## src/rtl/lsu_mem_ctrl.sv

```systemverilog
// lsu_mem_ctrl: load/store controller between the core memory stage and the
// byte-array memory block. It handles one request at a time, rejects
// misaligned, out-of-range or illegal requests, formats load data, and turns
// sb/sh into a read-modify-write because the memory always writes a full word.
module lsu_mem_ctrl #(
    parameter int ADDR_BITS = 10
) (
    input  logic        clk,
    input  logic        rst,
    input  logic        req_valid,
    output logic        req_ready,
    input  logic        req_we,
    input  logic [2:0]  req_funct3,
    input  logic [31:0] req_addr,
    input  logic [31:0] req_wdata,
    output logic        resp_valid,
    output logic [31:0] resp_rdata,
    output logic        resp_err,
    output logic        mem_w_enb,
    output logic        mem_r_enb,
    output logic [31:0] mem_addr,
    output logic [31:0] mem_w_data,
    input  logic [31:0] mem_r_data
);

    typedef enum logic [2:0] {
        IDLE,
        LOAD,
        STORE,
        RMW_RD,
        RMW_WR,
        RESP
    } state_t;

    localparam logic [2:0] F3_B  = 3'b000;
    localparam logic [2:0] F3_H  = 3'b001;
    localparam logic [2:0] F3_W  = 3'b010;
    localparam logic [2:0] F3_BU = 3'b100;
    localparam logic [2:0] F3_HU = 3'b101;

    // Highest byte address that still leaves room for a full word access.
    localparam logic [31:0] MAX_ADDR = 32'((1 << ADDR_BITS) - 4);

    state_t      state;
    state_t      next_state;

    // The request direction is carried by the state itself, so only
    // funct3, address and store data need to be kept after accept.
    logic [2:0]  lat_funct3;
    logic [31:0] lat_addr;
    logic [31:0] lat_wdata;
    logic [31:0] merged;

    logic        accept;
    logic        illegal;
    logic        misaligned;
    logic        out_of_range;
    logic        req_bad;
    logic [31:0] load_fmt;
    logic [31:0] merge_word;

    assign accept = req_valid && req_ready;

    // Classify the incoming request so the route can be chosen at accept.
    always_comb begin
        illegal      = 1'b0;
        misaligned   = 1'b0;
        out_of_range = (req_addr > MAX_ADDR);
        if (req_we) begin
            illegal = !(req_funct3 inside {F3_B, F3_H, F3_W});
        end else begin
            illegal = !(req_funct3 inside {F3_B, F3_H, F3_W, F3_BU, F3_HU});
        end
        case (req_funct3)
            F3_W:        misaligned = (req_addr[1:0] != 2'b00);
            F3_H, F3_HU: misaligned = req_addr[0];
            default:     misaligned = 1'b0;
        endcase
        req_bad = illegal || misaligned || out_of_range;
    end

    // Extract and sign/zero-extend the addressed byte, half or word.
    always_comb begin
        load_fmt = mem_r_data;
        case (lat_funct3)
            F3_B:    load_fmt = {{24{mem_r_data[7]}}, mem_r_data[7:0]};
            F3_H:    load_fmt = {{16{mem_r_data[15]}}, mem_r_data[15:0]};
            F3_BU:   load_fmt = {24'h0, mem_r_data[7:0]};
            F3_HU:   load_fmt = {16'h0, mem_r_data[15:0]};
            default: load_fmt = mem_r_data;
        endcase
    end

    // Splice the new byte or half into the word read back from memory.
    always_comb begin
        if (lat_funct3 == F3_B) begin
            merge_word = {mem_r_data[31:8], lat_wdata[7:0]};
        end else begin
            merge_word = {mem_r_data[31:16], lat_wdata[15:0]};
        end
    end

    // State register; reset drops straight back to IDLE, aborting any request.
    always_ff @(posedge clk or negedge rst) begin
        if (!rst) begin
            state <= IDLE;
        end else begin
            state <= next_state;
        end
    end

    // Next-state logic and the memory/handshake outputs for each state.
    always_comb begin
        next_state = state;
        req_ready  = 1'b0;
        resp_valid = 1'b0;
        mem_w_enb  = 1'b0;
        mem_r_enb  = 1'b0;
        mem_addr   = 32'h0;
        mem_w_data = 32'h0;
        case (state)
            IDLE: begin
                req_ready = 1'b1;
                if (accept) begin
                    if (req_bad) begin
                        next_state = RESP;
                    end else if (!req_we) begin
                        next_state = LOAD;
                    end else if (req_funct3 == F3_W) begin
                        next_state = STORE;
                    end else begin
                        next_state = RMW_RD;
                    end
                end
            end
            LOAD: begin
                mem_r_enb  = 1'b1;
                mem_addr   = lat_addr;
                next_state = RESP;
            end
            STORE: begin
                mem_w_enb  = 1'b1;
                mem_addr   = lat_addr;
                mem_w_data = lat_wdata;
                next_state = RESP;
            end
            RMW_RD: begin
                mem_r_enb  = 1'b1;
                mem_addr   = lat_addr;
                next_state = RMW_WR;
            end
            RMW_WR: begin
                mem_w_enb  = 1'b1;
                mem_addr   = lat_addr;
                mem_w_data = merged;
                next_state = RESP;
            end
            RESP: begin
                resp_valid = 1'b1;
                next_state = IDLE;
            end
            default: begin
                next_state = IDLE;
            end
        endcase
    end

    // Request capture, merged-word and response registers.
    always_ff @(posedge clk or negedge rst) begin
        if (!rst) begin
            lat_funct3 <= 3'b000;
            lat_addr   <= 32'h0;
            lat_wdata  <= 32'h0;
            merged     <= 32'h0;
            resp_rdata <= 32'h0;
            resp_err   <= 1'b0;
        end else begin
            if (accept) begin
                lat_funct3 <= req_funct3;
                lat_addr   <= req_addr;
                lat_wdata  <= req_wdata;
                resp_rdata <= 32'h0;
                resp_err   <= req_bad;
            end
            if (state == LOAD) begin
                resp_rdata <= load_fmt;
            end
            if (state == RMW_RD) begin
                merged <= merge_word;
            end
        end
    end

endmodule
```

## config.mk

```make
export PLATFORM = sky130hd
export DESIGN_NAME = lsu_mem_ctrl
export DESIGN_NICKNAME = d
export VERILOG_FILES = /design/src/rtl/lsu_mem_ctrl.sv
export SDC_FILE = /design/constraint.sdc
export NUM_CORES = 1
export LEC_CHECK = 0
export ABC_AREA = 1
export BUFFER_PORTS_ARGS = -buffer_cell sky130_fd_sc_hd__buf_2
export CAP_MARGIN = 20
export CORE_MARGIN = 1
export CORE_UTILIZATION = 35
export CTS_BUF_LIST = sky130_fd_sc_hd__clkbuf_8
export DETAILED_ROUTE_END_ITERATION = 7
export PLACE_DENSITY = 0.62
export SYNTH_ARGS = -nofsm -noshare
export SYNTH_HDL_FRONTEND = slang
export SYNTH_SLANG_ARGS = --single-unit
```

## constraint.sdc

```tcl
create_clock -name clk -period 2.5 [get_ports clk]
set_input_delay 0.375 -clock clk [delete_from_list [all_inputs] [get_ports clk]]
set_output_delay 0.375 -clock clk [all_outputs]
set_load 0.05 [all_outputs]
```

Word-level counts from Yosys, hierarchy flattened
Index checks and enable logic that the tools add are counted.
- muxes and demuxes: 17
- order comparisons: 1
- equal/unequal tests: 13
- reduce and logical (&&, ||, !) cells: 17
- operators with widths (operator ; number):
    32-bit case mux with 4 select lines ; 1
    32-bit 2-to-1 mux ; 3
    32-bit case mux with 2 select lines ; 1
    32-bit by 10-bit greater-than comparator with 1-bit output (second input constant) ; 1
    3-bit == test (second input constant) ; 6
    16-bit 2-to-1 mux ; 1
    3-bit by 1-bit == test with 1-bit output (second input constant) ; 3
    3-bit by 2-bit == test with 1-bit output (second input constant) ; 3
    3-bit logical NOT ; 3
    3-bit case mux with 3 select lines ; 1
    1-bit 2-to-1 mux ; 6
    3-bit 2-to-1 mux ; 2
    2-bit OR reduction ; 3
    5-bit nonzero test ; 1
    2-bit nonzero test ; 2
    4-bit OR reduction ; 1
    3-bit nonzero test ; 1
    3-bit OR reduction ; 1
    1-bit logical NOT ; 2
    1-bit logical OR ; 2
    2-bit 2-to-1 mux ; 1
    2-bit inequality test (second input constant) ; 1
    1-bit case mux with 2 select lines ; 1
    1-bit logical AND ; 1
- input port bits: 103
- register bits: 135
- logic and storage cells: 55

Depth between registers and ports, before layout
- word-level depth: 9
- depth in mapped cells: 9
- gate-level depth less buffers: 8

Worst setup path after synthesis
No wires, ideal clock.
- path kind: reg-to-output
- start point: register state[1]
- end point: output mem_w_data[15]
- required time: 2125 ps
- cell stages (with the launch flop): 4
- arrival: 1993 ps
- slack: 132 ps
- cells stage by stage: dfrtp_1 -> nand3_2 -> clkbuf_1 -> o21ai_0
- word-level cells in the longest chain between the ends: 2
- elaborated cells on any way between the ends: 3
- ends and longest elaborated chain (what ; line ; source):
    from (decl) ; 44 ; state_t state;
    from (signal assigned) ; 108 ; state <= next_state;
    3-bit == test or 3-bit by 2-bit == test with 1-bit output (tied branches) ; 121 ; case (state)
    32-bit case mux with 2 select lines (*) ; 121 ;
    to (decl) ; 22 ; output logic [31:0] mem_w_data,
Mark *: on every way between the ends. The rest lies on a longest branch, timed or not.

Worst setup path in the final report
- start point: register state[1]
- end point: output mem_addr[8]
- word-level cells in the longest chain between the ends: 3
- elaborated cells on any way between the ends: 6
- ends and longest elaborated chain (what ; line ; source):
    3-bit by 1-bit == test with 1-bit output, or another cell as far along ; 121 ;
    4-bit OR reduction (no line) (*) ; n/a ;
    32-bit 2-to-1 mux (*) ; 121 ;
    to (decl) ; 21 ; output logic [31:0] mem_addr,
Marks and branches as above.

==> reports/qor.yml <==
global_routing:
  grt.overflow.total: 0
  grt_pass1_vias: 5089
  grt_usage_pct: 19.7
  antenna_found_initial: 0
  grt_max_degree: 87
  grt_pass1_wl_mm: 27.2
route:
  finalWirelength_mm: 17.7
  dr.pass1.iters: 5
  routedWlPerCell_um: 14.9
  via_count: 5514
  avgViaCountPerCell: 4.66
  ant_nets: 0
  drtIter0Drc: 243
  drc: 0
floorplanning:
  io_pins: 204
  die_area_um2: 18200
  die_y_um: 135
  start_util_pct: 35.8
  core_area_um2: 17300
  die_w_um: 135
  num_rows: 48
synth:
  ys_types: 27
  netlist_top_cells_area: "dfrtp_1, nand2_1, o21ai_0"
  syn_area_per_cell_um2: 8.19
  ys.flop_type: "dfrtp_1"
  synth_common_cells: "nand2_1, dfrtp_1, inv_1, o21ai_0, o21ai_1"
  synth_seq_area_share_pct: 54.6
  ys_ff_latch: 135
  yosysWarnings: 0
  syn_area_um2: 6180
  synth.most_common_cell: "nand2_1"
  synth_top_area_cell: "dfrtp_1"
  synth_nets: 858
  synth_top_area_share_pct: 54.6
  synth_edf_count: 0
  synthArstFlopShare_pct: 100
  syn-instance-count: 755
power:
  irDropWorstVdd_uv: 742
  p_leak_nw: 4.40
  power_density_nw_per_um2: 1380
  p_total_mw: 10.8
clock_tree:
  clock_latency_ps: 430
  clk_pin_slew_worst_paths_ps: 70
  cts_buffers: 17
  h-tree-depth: 4
  cts_tree: "yes"
  clkSinkCount: 135
  clock-root-buffer: "clkbuf_8"
  cts_buffer_depth: 2
sta:
  finalCritPeriodShare_pct: 95.1
  setup_tns_ps: 0
  period_needed_ps: 2380
  fin_worst_skew_ps: 6.72
  slew_headroom_pct: 34.7
  holdWs_ps: 131
  tightest_slew_ps: 980
  fmax_ghz: 0.420
  setup_viol: 0
  maxSlewViolCount: 0
  hold_viol_final: 0
hold_path:
  hold_class: "primary input to flop"
  holdPathStages: 3
setup_path:
  reg2reg_depth: 6
  worst-path-stages: 9
  crit_required_ps: 2120
  crit_buf_inv: 4
  endpoint_kind: "output pin"
  cp_slowest_cell: "dfrtp_2"
  path_common_cell: "nand2_1"
  critical_path_class: "flop to output pin"
  worstPathCellList: "nor2_4 -> nand2_4 -> nand2_1 -> nor2_1 -> inv_2 -> clkbuf_16 -> nand2_1 -> inv_1 -> clkbuf_4"
  critPathMaxStageDelay_ps: 470
  setup.worst_path.start_class: "flop"
  critPathMaxFanout: 15
  crit_family: "buffers and inverters"
  crit_arrival_ps: 2000
placement:
  placedCellCount: 1152
  port_buffers: 203
  post_dp_cell_area_um2: 7360
  dp_hpwl_mm: 12.2
  finalWeightedCongestion: 0.802
outcome:
  status: "complete, no violations"
layout:
  instances_no_fill: 1184
  area_growth_pct: 26.7
  nets: 1052
  fillers: 1799
  fin_area_um2: 7840
  drive_gt1_share_pct: 28.1
  antennaDiodeCount: 0
run:
  drv_cap: 0
==> metal layers <==
layer,wire (µm),track usage [%],vias up
met3,1330,6.01,13
met4,128,5.31,0
met2,7910,29.9,190
li1,-,-,2769
met5,0,0,-
met1,8330,27.2,2542
==> placed cells by master, fill, tap and decap left out <==
cell type      count
nand4_1            1
nand3_1           27
o22ai_1            7
clkinvlp_4         1
nor2_1            23
nor2_2             1
nor3_1             1
buf_6              5
a22o_1            16
buf_12             4
o21ai_0           56
and3_1             1
a31o_2             5
buf_4             16
dlygate4sd3_1      1
clkbuf_4          17
nor3b_1            1
clkbuf_16          1
dfrtp_2            1
dfrtp_1          134
nand2_2            1
nand2_4            4
o21ai_4            1
buf_2            171
inv_2             12
o21ai_1           31
inv_4              1
nor2_4             3
a21oi_1           18
a31o_1             2
nand2_1          304
clkbuf_8          22
inv_1             67
nand3_2            1
clkinv_2           2
==> timing repair <==
| action | in CTS | in global routing |
|---|---|---|
| setup buffers | 0 | 1 |
| cloned | 0 | 1 |
| pin swaps | 0 | 0 |
| gates resized for setup | 2 | 48 |
| endpoints found under the setup margin | 24 | 31 |
| endpoints found under the hold margin | 31 | 0 |
| hold buffers | 1 | 0 |
==> area by class of cell <==
type / count / area, µm² / share of cell area (%)
clock inverter: 7 / 32.5 / 0.415
sequential: 135 / 3380 / 43.1
multi-input combinational: 504 / 2280 / 29.0
inverter: 76 / 288 / 3.67
tap: 225 / 282 / 3.59
clock buffer: 22 / 303 / 3.86
timing repair buffer: 215 / 1270 / 16.3
==> per-stage QoR <==
stage | setup WS [ps] | utilization (%)
floorplan | 132 | -
global placement | 468 | 42.6
detailed placement | 421 | 42.6
CTS | 10.6 | 44.6
global route | -3.52 | 45.3
finish | 121 | 45.3
==> kinds of logic after synthesis <==
| family | share of synthesized area, % |
|---|---|
| AND/OR/NAND/NOR | 24.0 |
| AO/OA/AOI/OAI | 12.7 |
| flip-flops | 54.6 |
| buffers and inverters | 8.66 |
==> registers in the layout, summed over array words and instances (netlist names) <==
register and cells:
lat_addr 32, state 3, lat_funct3 3, resp_err 1, resp_rdata 32, lat_wdata 32
merged 32
==> final timing paths <==
check | end | start | slack (ps)
max reg2reg | lat_funct3[1] | state[1] | 600
min in group asynchronous | resp_rdata[2] | rst | 400
min reg2reg | lat_addr[18] | lat_addr[18] | 480
max in group asynchronous | merged[28] | rst | 1380
min | lat_wdata[26] | req_wdata[26] | 130
max | mem_addr[8] | state[1] | 120
==> worst min-delay path, stage by stage <==
cell and delay, ps:
buf_2 70, nand2_1 40, nand2_1 40
==> report_power, final <==
| part | internal [mW] | switching, mW |
|---|---|---|
| Clock | 0.784 | 0.782 |
| Sequential | 2.93 | 0.380 |
| Combinational | 1.57 | 4.37 |
(Power assumes the default switching activity.)
